File: src/rtl/load_store_unit.sv
// Load/store sequencer: checks RV32I load/store requests, issues one word-addressed
// byte-enabled memory access with an ack handshake, and returns one response pulse.
module load_store_unit #(
  parameter int TIMEOUT = 16
) (
  input  logic        clk,
  input  logic        reset,
  input  logic        req_valid,
  output logic        req_ready,
  input  logic        req_write,
  input  logic [2:0]  req_func3,
  input  logic [31:0] req_addr,
  input  logic [31:0] req_wdata,
  output logic        rsp_valid,
  output logic [31:0] rsp_rdata,
  output logic        rsp_err,
  output logic        mem_en,
  output logic        mem_we,
  output logic [31:0] mem_addr,
  output logic [3:0]  mem_be,
  output logic [31:0] mem_wdata,
  input  logic [31:0] mem_rdata,
  input  logic        mem_ack
);

  typedef enum logic [1:0] {IDLE, ACCESS, RESP} state_t;

  localparam int CW = $clog2(TIMEOUT + 1);
  localparam logic [CW-1:0] CNT_LAST = CW'(TIMEOUT - 1);

  state_t        state_q, state_d;
  logic [CW-1:0] cnt_q, cnt_d;
  logic [2:0]    func3_q, func3_d;
  logic [1:0]    off_q, off_d;
  logic          mem_en_q, mem_en_d;
  logic          mem_we_q, mem_we_d;
  logic [31:0]   mem_addr_q, mem_addr_d;
  logic [3:0]    mem_be_q, mem_be_d;
  logic [31:0]   mem_wdata_q, mem_wdata_d;
  logic          rsp_valid_q, rsp_valid_d;
  logic [31:0]   rsp_rdata_q, rsp_rdata_d;
  logic          rsp_err_q, rsp_err_d;

  logic          illegal, misaligned;
  logic [3:0]    req_be;
  logic [31:0]   req_lane_wdata;
  logic [31:0]   shifted;
  logic [31:0]   load_data;

  // Request decode: legality, alignment, lane enables and replicated store data.
  always_comb begin
    illegal    = (req_func3 == 3'b011) || (req_func3[2:1] == 2'b11) ||
                 (req_write && req_func3[2]);
    misaligned = ((req_func3[1:0] == 2'b01) && req_addr[0]) ||
                 ((req_func3[1:0] == 2'b10) && (req_addr[1:0] != 2'b00));
    case (req_func3[1:0])
      2'b00: begin
        req_be         = 4'b0001 << req_addr[1:0];
        req_lane_wdata = {4{req_wdata[7:0]}};
      end
      2'b01: begin
        req_be         = 4'b0011 << req_addr[1:0];
        req_lane_wdata = {2{req_wdata[15:0]}};
      end
      default: begin
        req_be         = 4'b1111;
        req_lane_wdata = req_wdata;
      end
    endcase
  end

  // Load result extraction uses the offset and width latched at accept time.
  always_comb begin
    shifted = mem_rdata >> {off_q, 3'b000};
    case (func3_q)
      3'b000:  load_data = {{24{shifted[7]}}, shifted[7:0]};
      3'b100:  load_data = {24'h0, shifted[7:0]};
      3'b001:  load_data = {{16{shifted[15]}}, shifted[15:0]};
      3'b101:  load_data = {16'h0, shifted[15:0]};
      default: load_data = mem_rdata;
    endcase
  end

  always_comb begin
    state_d     = state_q;
    cnt_d       = cnt_q;
    func3_d     = func3_q;
    off_d       = off_q;
    mem_en_d    = mem_en_q;
    mem_we_d    = mem_we_q;
    mem_addr_d  = mem_addr_q;
    mem_be_d    = mem_be_q;
    mem_wdata_d = mem_wdata_q;
    rsp_valid_d = 1'b0;
    rsp_rdata_d = rsp_rdata_q;
    rsp_err_d   = rsp_err_q;
    case (state_q)
      IDLE: begin
        if (req_valid) begin
          func3_d = req_func3;
          off_d   = req_addr[1:0];
          if (illegal || misaligned) begin
            state_d     = RESP;
            rsp_valid_d = 1'b1;
            rsp_err_d   = 1'b1;
            rsp_rdata_d = 32'h0;
          end else begin
            state_d     = ACCESS;
            cnt_d       = '0;
            mem_en_d    = 1'b1;
            mem_we_d    = req_write;
            mem_addr_d  = {req_addr[31:2], 2'b00};
            mem_be_d    = req_be;
            mem_wdata_d = req_lane_wdata;
          end
        end
      end
      ACCESS: begin
        // An ack in the last allowed cycle takes priority over the timeout.
        if (mem_ack) begin
          state_d     = RESP;
          mem_en_d    = 1'b0;
          mem_we_d    = 1'b0;
          rsp_valid_d = 1'b1;
          rsp_err_d   = 1'b0;
          rsp_rdata_d = mem_we_q ? 32'h0 : load_data;
        end else if (cnt_q == CNT_LAST) begin
          state_d     = RESP;
          mem_en_d    = 1'b0;
          mem_we_d    = 1'b0;
          rsp_valid_d = 1'b1;
          rsp_err_d   = 1'b1;
          rsp_rdata_d = 32'h0;
        end else begin
          cnt_d = cnt_q + 1'b1;
        end
      end
      RESP:    state_d = IDLE;
      default: state_d = IDLE;
    endcase
  end

  always_ff @(posedge clk) begin
    if (reset) begin
      state_q     <= IDLE;
      cnt_q       <= '0;
      func3_q     <= 3'b000;
      off_q       <= 2'b00;
      mem_en_q    <= 1'b0;
      mem_we_q    <= 1'b0;
      mem_addr_q  <= 32'h0;
      mem_be_q    <= 4'h0;
      mem_wdata_q <= 32'h0;
      rsp_valid_q <= 1'b0;
      rsp_rdata_q <= 32'h0;
      rsp_err_q   <= 1'b0;
    end else begin
      state_q     <= state_d;
      cnt_q       <= cnt_d;
      func3_q     <= func3_d;
      off_q       <= off_d;
      mem_en_q    <= mem_en_d;
      mem_we_q    <= mem_we_d;
      mem_addr_q  <= mem_addr_d;
      mem_be_q    <= mem_be_d;
      mem_wdata_q <= mem_wdata_d;
      rsp_valid_q <= rsp_valid_d;
      rsp_rdata_q <= rsp_rdata_d;
      rsp_err_q   <= rsp_err_d;
    end
  end

  assign req_ready = (state_q == IDLE);
  assign rsp_valid = rsp_valid_q;
  assign rsp_rdata = rsp_rdata_q;
  assign rsp_err   = rsp_err_q;
  assign mem_en    = mem_en_q;
  assign mem_we    = mem_we_q;
  assign mem_addr  = mem_addr_q;
  assign mem_be    = mem_be_q;
  assign mem_wdata = mem_wdata_q;

endmodule

File: config.mk
export PLATFORM = sky130hd
export DESIGN_NAME = load_store_unit
export DESIGN_NICKNAME = d
export VERILOG_FILES = /design/src/rtl/load_store_unit.sv
export SDC_FILE = /design/constraint.sdc
export NUM_CORES = 1
export LEC_CHECK = 0
export CORE_MARGIN = 5
export CORE_UTILIZATION = 46
export DETAILED_ROUTE_END_ITERATION = 8
export GPL_ROUTABILITY_DRIVEN = 1
export PLACE_DENSITY = 0.94
export SYNTH_ARGS = -nofsm -noshare
export SYNTH_HDL_FRONTEND = slang
export SYNTH_SLANG_ARGS = --single-unit
File: constraint.sdc
create_clock -name clk -period 6.3 [get_ports clk]
set_clock_uncertainty 0.1 [all_clocks]
set_input_delay 0.63 -clock clk [delete_from_list [all_inputs] [get_ports clk]]
set_output_delay 0.63 -clock clk [all_outputs]
set_load 0.03 [all_outputs]
Yosys cells after proc, flatten, opt, wreduce, memory -nomap -nowiden
Index checks and enable logic that the tools add are counted.
Word-level totals
  flip-flop bits (word level): 114
  input bits: 104
  output and inout port bits: 105
  word-level logic and storage cells: 87
Operators by class
  add/subtract/negate cells: 1
  equality and inequality tests: 15
  shifts and indexed selects: 3
  multiplexer cells: 37
  bitwise logic cells: 1
  reductions and logical operators: 18
Operators by type and width (number)
  $mux W32: 5
  $pmux W32 S2: 2
  $pmux W32 S4: 1
  $shr A32 B5 Y16: 1
  $mux W5: 4
  $mux W1: 14
  $pmux W5 S2: 1
  $mux W2: 4
  $ne A2 B2 Y1 const B: 4
  $pmux W1 S2: 4
  $pmux W4 S2: 1
  $reduce_and A4 Y1: 2
  $eq A3 B3 Y1 const B: 2
  $add A5 B1 Y5 const B: 1
  $eq A5 B4 Y1 const B: 1
  $reduce_and A5 Y1: 1
  $eq A2 B1 Y1 const B: 2
  $eq A2 B2 Y1 const B: 2
  $logic_not A2 Y1: 2
  $logic_or A1 B1 Y1: 4
  $pmux W2 S2: 1
  $reduce_and A2 Y1: 2
  $reduce_bool A2 Y1: 2
  $shl A1 B2 Y4 const A: 1
  other kinds (9): 11

Longest topological paths before layout
Gate-level depths: netlist of run 1.
  depth in word-level cells: 7
  gate-level depth with buffers: 8
  mapped depth without buffers: 7

Worst setup path after synthesis of run 1
Ideal clock, no wire load.
  path kind: register to register
  start: register cnt_q[0]
  end: register rsp_rdata_q[28], in the netlist rsp_rdata[28]
  library setup time: 0.060 ns
  arrival: 1.906 ns
  required time: 6.140 ns
  path slack: 4.235 ns
  cell stages (with the launch flop): 9
  path buffers: 1
  clock period less this slack: 2.065 ns
  cells stage by stage: dfxtp_1 -> ha_1 -> and3_1 -> ha_1 -> or2_2 -> a21o_1 -> a21oi_2 -> buf_2 -> a221o_1
On the way
  longest elaborated chain between the ends: 3
RTL lines
  start: declaration: RTL line 32  | logic [CW-1:0] cnt_q, cnt_d;
  start signal: assignment: RTL line 159  | cnt_q <= cnt_d;
  $eq A5 B4 Y1: RTL line 127  | end else if (cnt_q == CNT_LAST) begin
  $ne A3 B3 Y1 (no source line)
  $reduce_and A4 Y1 (no source line)
  end signal: assignment: RTL line 168  | rsp_rdata_q <= rsp_rdata_d;
  end: declaration: RTL line 41  | logic [31:0] rsp_rdata_q, rsp_rdata_d;
No other way between the ends.
A chain may end at the register's enable or synchronous reset.

Worst setup path after layout of run 1
  start: input port req_func3[0]
  end: register mem_wdata_q[15], in the netlist mem_wdata[15]
On the way
  longest elaborated chain between the ends: 6
  elaborated cells on any way between the ends: 13
  classes of those cells: 3 x eq/ne; 1 x mux; 1 x bitwise; 8 x reduce/logical
RTL lines
  start: declaration: RTL line 11  | input logic [2:0] req_func3,
  $eq A3 B2 Y1, or another cell as far along: RTL line 52  | illegal = (req_func3 == 3'b011) || (req_func3[2:1] == 2'b11) ||
  $logic_or A1 B1 Y1, or another cell as far along: RTL line 52
  $logic_or A1 B1 Y1 (on tied branches): RTL line 52, 54
  $logic_or A1 B1 Y1: RTL line 102  | if (illegal || misaligned) begin
  $not A1 Y1 (no source line)
  $reduce_and A3 Y1 (no source line)
  end signal: assignment: RTL line 166  | mem_wdata_q <= mem_wdata_d;
  end: declaration: RTL line 39  | logic [31:0] mem_wdata_q, mem_wdata_d;
Parallel ways exist; a longest one is shown, timed or not.

==> results.toml, run 1 <==
[outcome]
status = "finished clean"

[hold_path]
worstHoldStart = "mem_addr[27]"
hp-class = "reg -> reg"

[floorplanning]
fp.dieArea_um2 = 12900
rows = 37
io-pin-count = 209
core_area_um2 = 10400
start_util = 0.475
die_width_um = 113
die_h_um = 113

[synthesis]
synth.top_cell.area_share = 0.463
async_flop_share = 0
synth_top_area_cell = "dfxtp_1"
syn_area_per_cell_um2 = 8.75
synthAdderAreaFrac = 0.00508
synthMuxAreaShare = 0.0719
synth_cells = 563
yosys_warnings = 0
synthFlopType = "dfxtp_1"
ys_ff_latch = 114
synth_edf_count = 0
post_synth_num_cell_types = 52
synth-xor-area-share = 0.00711
ys_seq_area_frac = 0.463
synth_top_family_by_area = "compound AO/OA/AOI/OAI gates"
yosys-top-cells-area = "dfxtp_1 46%, nand2_1 8.2%, a21oi_1 6.5%, mux2i_1 6.5%, a221o_1 3.5%"
synth_compound_area_frac = 0.226
syn_area_um2 = 4920
synth-simple-area-share = 0.169

[timing]
fin_crit_sh = 0.576
period_minus_slack_ns = 3.63
setup_viol = 0
setup_tns_ns = 0
hold_viol = 0
fin_ws_ns = 2.67
relSlewSlack = 0.258
timing.hold.ws_ns = 0.353
fmax_mhz = 276
finalMaxSlewViolations = 0
rsz0062_at_grt = "no"
worst-slew-pin-transition_ns = 1.11

[global_routing]
grtUsageMet1 = 0.270
grt_pass1_vias = 4982
grt-busiest-layer = "met2"
grt_pass1_wl_um = 25000
overflow = 0
grt.total_usage = 0.243
use_met2 = 0.418
use_met3 = 0.0870
antenna_found_initial = 0
grt_max_degree = 83

[detailed_routing]
first_iter_violations = 348
vias = 4992
antenna_left = 0
drt-total-wl_um = 16100
via_per_inst = 5.59
wl_per_cell_um = 18.0
drc = 0
dr.pass1.iters = 5

[cts]
postCtsSetupBuffers = 0
cts.sinks = 114
postCtsHoldBufs = 0
cts_tree = "done"
cts_made_buffers = 17
clock_latency_ns = 0.51
clockBufferDepth = 2
root_buffer = "clkbuf_8"
htreeDepth = 4
cts_resized = 0
clk_pin_slew_worst_paths_ns = 0.06

[layout]
regArea_um2 = 2280
post-route-util = 0.725
multi_input_area_um2 = 2380
design_area_um2 = 7520
final_common_cell = "clkdlybuf4s50_1"
antenna_cells = 0
drive_gt1_frac = 0.0674
fill_cells = 742
most-common-layout-cells = "205 x clkdlybuf4s50_1, 114 x dfxtp_1, 107 x nand2_1"
final_nets = 850
area_delta_synth_final_pct = 52.7

[place]
dp_hpwl_um = 11600
pre_cts_slack_ns = 2.24
gp_congestion = 0.875
place_area_um2 = 6950
io_buffers = 206

[setup_path]
crit_path_max_fanout = 60
crit_path_end_kind = "flop"
startpoint = "req_func3[0]"
path_class = "in -> reg"
crit_arrival_ns = 3.94
required_ns = 6.62
r2r_start = "state_q[1]"
cp-start-kind = "input pin"

[job]
maxCapViolations = 0

[pwr]
leakage_nw = 2.70
vdd_drop_max_uv = 210
power_density_nw_per_um2 = 271
cell families (layout without fill, tap and decap cells):
logic type,after synthesis,after routing
and+or+nand+nor,191,191
AOI/OAI and AO/OA,162,162
adders and majority gates,2,2
other,1,2
buffers and inverters,55,248
muxes,34,34
xor gates and xnor gates,4,4
DFF,114,114
stage by stage:
stage | std cells | power, mW
6_report | 893 | 2.04
5_1_grt | 893 | 2.12
4_1_cts | 893 | 2.05
3_5_place_dp | 861 | 1.13
3_3_place_gp | 861 | 1.12
2_1_floorplan | 564 | 0.974
Yosys cell counts, drive strengths merged, types with 8 or more instances:
master	instances
o211ai	8
nand2	107
nand2b	10
clkbuf	22
a221o	17
dfxtp	114
a211oi	10
nor3	11
o21ai	24
a21oi	65
a32o	8
buf	28
nor2	37
a311oi	8
mux2i	32
layout make-up:
type,instances,area share
Multi-Input combinational cell,395,0.316
Inverter,5,0.00250
Clock buffer,18,0.0556
Tap cell,136,0.0226
Clock inverter,14,0.0210
Timing Repair Buffer,211,0.278
Sequential cell,114,0.303
state kept, by name, indices dropped and copies added (netlist names):
register   count
mem_en         1
rsp_rdata     32
func3_q        3
mem_wdata     32
mem_addr      30
rsp_valid      1
state_q        2
mem_we         1
rsp_err        1
cnt_q          5
off_q          2
mem_be         4
worst max-delay path, cell delays in order:
cell             delay [ns]
clkdlybuf4s50_1        0.89
a221oi_2               0.63
o21a_2                 0.95
buf_4                  0.44
nor2_1                 0.09
a311oi_2               0.27
path summary, 6_finish.rpt:
path	end	slack [ns]	cells past startpoint
setup / recovery	mem_wdata[15]	2.67	6
hold / removal	mem_addr[27]	0.35	2
setup reg to reg	mem_wdata[15]	3.10	5
hold reg to reg	mem_addr[27]	0.35	2
where the power goes:
part           total [mW]  internal [mW]  switching (mW)
sequential          0.782          0.754          0.0277
clock               0.918          0.567           0.351
combinational       0.341          0.156           0.185
total                2.04           1.48           0.564
per-layer routing:
metal	routed length (µm)	vias to the layer above
li1	-	2368
met1	6030	2365
met2	8160	222
met3	1420	37
met4	463	0
met5	0	-
Power figures use the tool's default switching activity.
==> run 2, diff against run 1 <==
- CORE_UTILIZATION: 46 -> 39
- PLACE_DENSITY: 0.94 -> 0.85
- clock period: 6.3 -> 3.2 ns (I/O delays scaled with it)
==> run 2 against run 1 <==
Global-route usage down 4.2 points. Core utilization down 12 points. Critical path depth up 2. Wire length down 4.0%.
==> results.toml, run 2 (synthesized netlist as in run 1, its figures left out) <==
[outcome]
status = "finished clean"

[pwr]
netSwitchingFraction = 0.254
power.internal_mw = 2.98
pwr-share-comb = 0.170
power_density_nw_per_um2 = 524
seq_power_share = 0.384
p_switching_mw = 1.01
leakage_nw = 2.74
p_clk_frac = 0.446
vdd_drop_max_uv = 371

[timing]
setup_tns_ns = 0
fin_ws_ns = 0.825
fin_crit_sh = 0.742
worst-slew-pin-transition_ns = 0.838
period_minus_slack_ns = 2.37
setup_viol = 0
hold_viol = 0
rsz0062_at_grt = "no"
timing.hold.ws_ns = 0.187
relSlewSlack = 0.442
finalMaxSlewViolations = 0
fmax_mhz = 421

[floorplanning]
fp.dieArea_um2 = 15000
rows = 41
core_area_um2 = 12500
start_util = 0.393
io-pin-count = 209
die_width_um = 122
die_h_um = 122

[setup_path]
startpoint = "cnt_q[0]"
crit_path_end_kind = "flop"
cp-start-kind = "flop"
r2r_start = "cnt_q[0]"
crit_arrival_ns = 2.62
required_ns = 3.44
path_class = "reg -> reg"
crit_path_max_fanout = 32

[place]
gp_congestion = 0.892
dp_hpwl_um = 11200
pre_cts_slack_ns = 0.690
io_buffers = 206
placed_cells = 904

[cts]
htreeDepth = 4
clock_latency_ns = 0.40
postCtsSetupBuffers = 0
clockBufferDepth = 2
cts_made_buffers = 17
postCtsHoldBufs = 0
cts_resized = 0
cts_tree = "done"
root_buffer = "clkbuf_16"
cts.sinks = 114
clk_pin_slew_worst_paths_ns = 0.05

[layout]
most-common-layout-cells = "205 x clkdlybuf4s50_1, 114 x dfxtp_1, 107 x nand2_1"
final_cells = 934
final_common_cell = "clkdlybuf4s50_1"
area_delta_synth_final_pct = 54.5
final_nets = 857
drive_gt1_frac = 0.0709
post-route-util = 0.608
antenna_cells = 0

[detailed_routing]
vias = 4802
first_iter_violations = 275
dr.pass1.iters = 5
via_per_inst = 5.14
drc = 0
antenna_left = 0
wl_per_cell_um = 16.5
drt-total-wl_um = 15400

[global_routing]
grt.total_usage = 0.200
grt_pass1_wl_um = 23500
grt_pass1_vias = 4486
antenna_found_initial = 1
overflow = 0
grt_max_degree = 81

[hold_path]
worstHoldStart = "reset"
hp-class = "in -> reg"

[job]
maxCapViolations = 0
==> run 2: changes by cell type in the layout (fill, tap and decap cells not counted), sizes merged <==
cell / change
buf: +7
clkinvlp: -2
clkbuf: +8
inv: -3
clkinv: -4
bufinv: -1
==> run 2: per-stage QoR <==
| step | power [mW] | instance area, µm² |
|---|---|---|
| floorplan | 1.92 | 4930 |
| global placement | 2.23 | 7040 |
| detailed placement | 2.24 | 7040 |
| CTS | 4.03 | 7610 |
| global route | 4.14 | 7610 |
| finish | 3.99 | 7610 |
==> run 2: cell type report <==
cell class / instances / area [µm²]
Clock inverter: 4 / 47.5
Tap cell: 172 / 215
Fill cell: 1070 / 4910
Inverter: 5 / 18.8
Timing Repair Buffer: 218 / 2150
Multi-Input combinational cell: 395 / 2380
Sequential cell: 114 / 2280
Clock buffer: 26 / 519
==> run 2: metal layers <==
| layer | part of all wire | track usage |
|---|---|---|
| met3 | 0.085 | 0.0677 |
| met4 | 0.029 | 0.0868 |
| met5 | 0.00084 | 0 |
| met2 | 0.49 | 0.330 |
| met1 | 0.39 | 0.238 |
==> run 2: worst paths after layout <==
kind	to	slack (ns)	cells after the start
max	rsp_rdata[20]	0.83	8
min	mem_en	0.19	3
max reg2reg	rsp_rdata[20]	0.83	8
min reg2reg	mem_addr[22]	0.35	2
==> run 2: power by group through the flow <==
| stage | sequential, mW | clock (mW) | combinational [mW] |
|---|---|---|---|
| 2_1_floorplan | 1.66 | 0 | 0.259 |
| 3_3_place_gp | 1.56 | 0 | 0.671 |
| 3_5_place_dp | 1.56 | 0 | 0.679 |
| 4_1_cts | 1.53 | 1.82 | 0.682 |
| 5_1_grt | 1.54 | 1.88 | 0.727 |
| 6_report | 1.53 | 1.78 | 0.680 |
==> run 2: worst max-delay path: stages (launching register included) <==
cell,delay (ns)
dfxtp_1,0.33
ha_1,0.22
and3_1,0.19
ha_1,0.23
or2_2,0.32
a21o_1,0.22
a21oi_2,0.13
buf_4,0.35
a221o_1,0.22
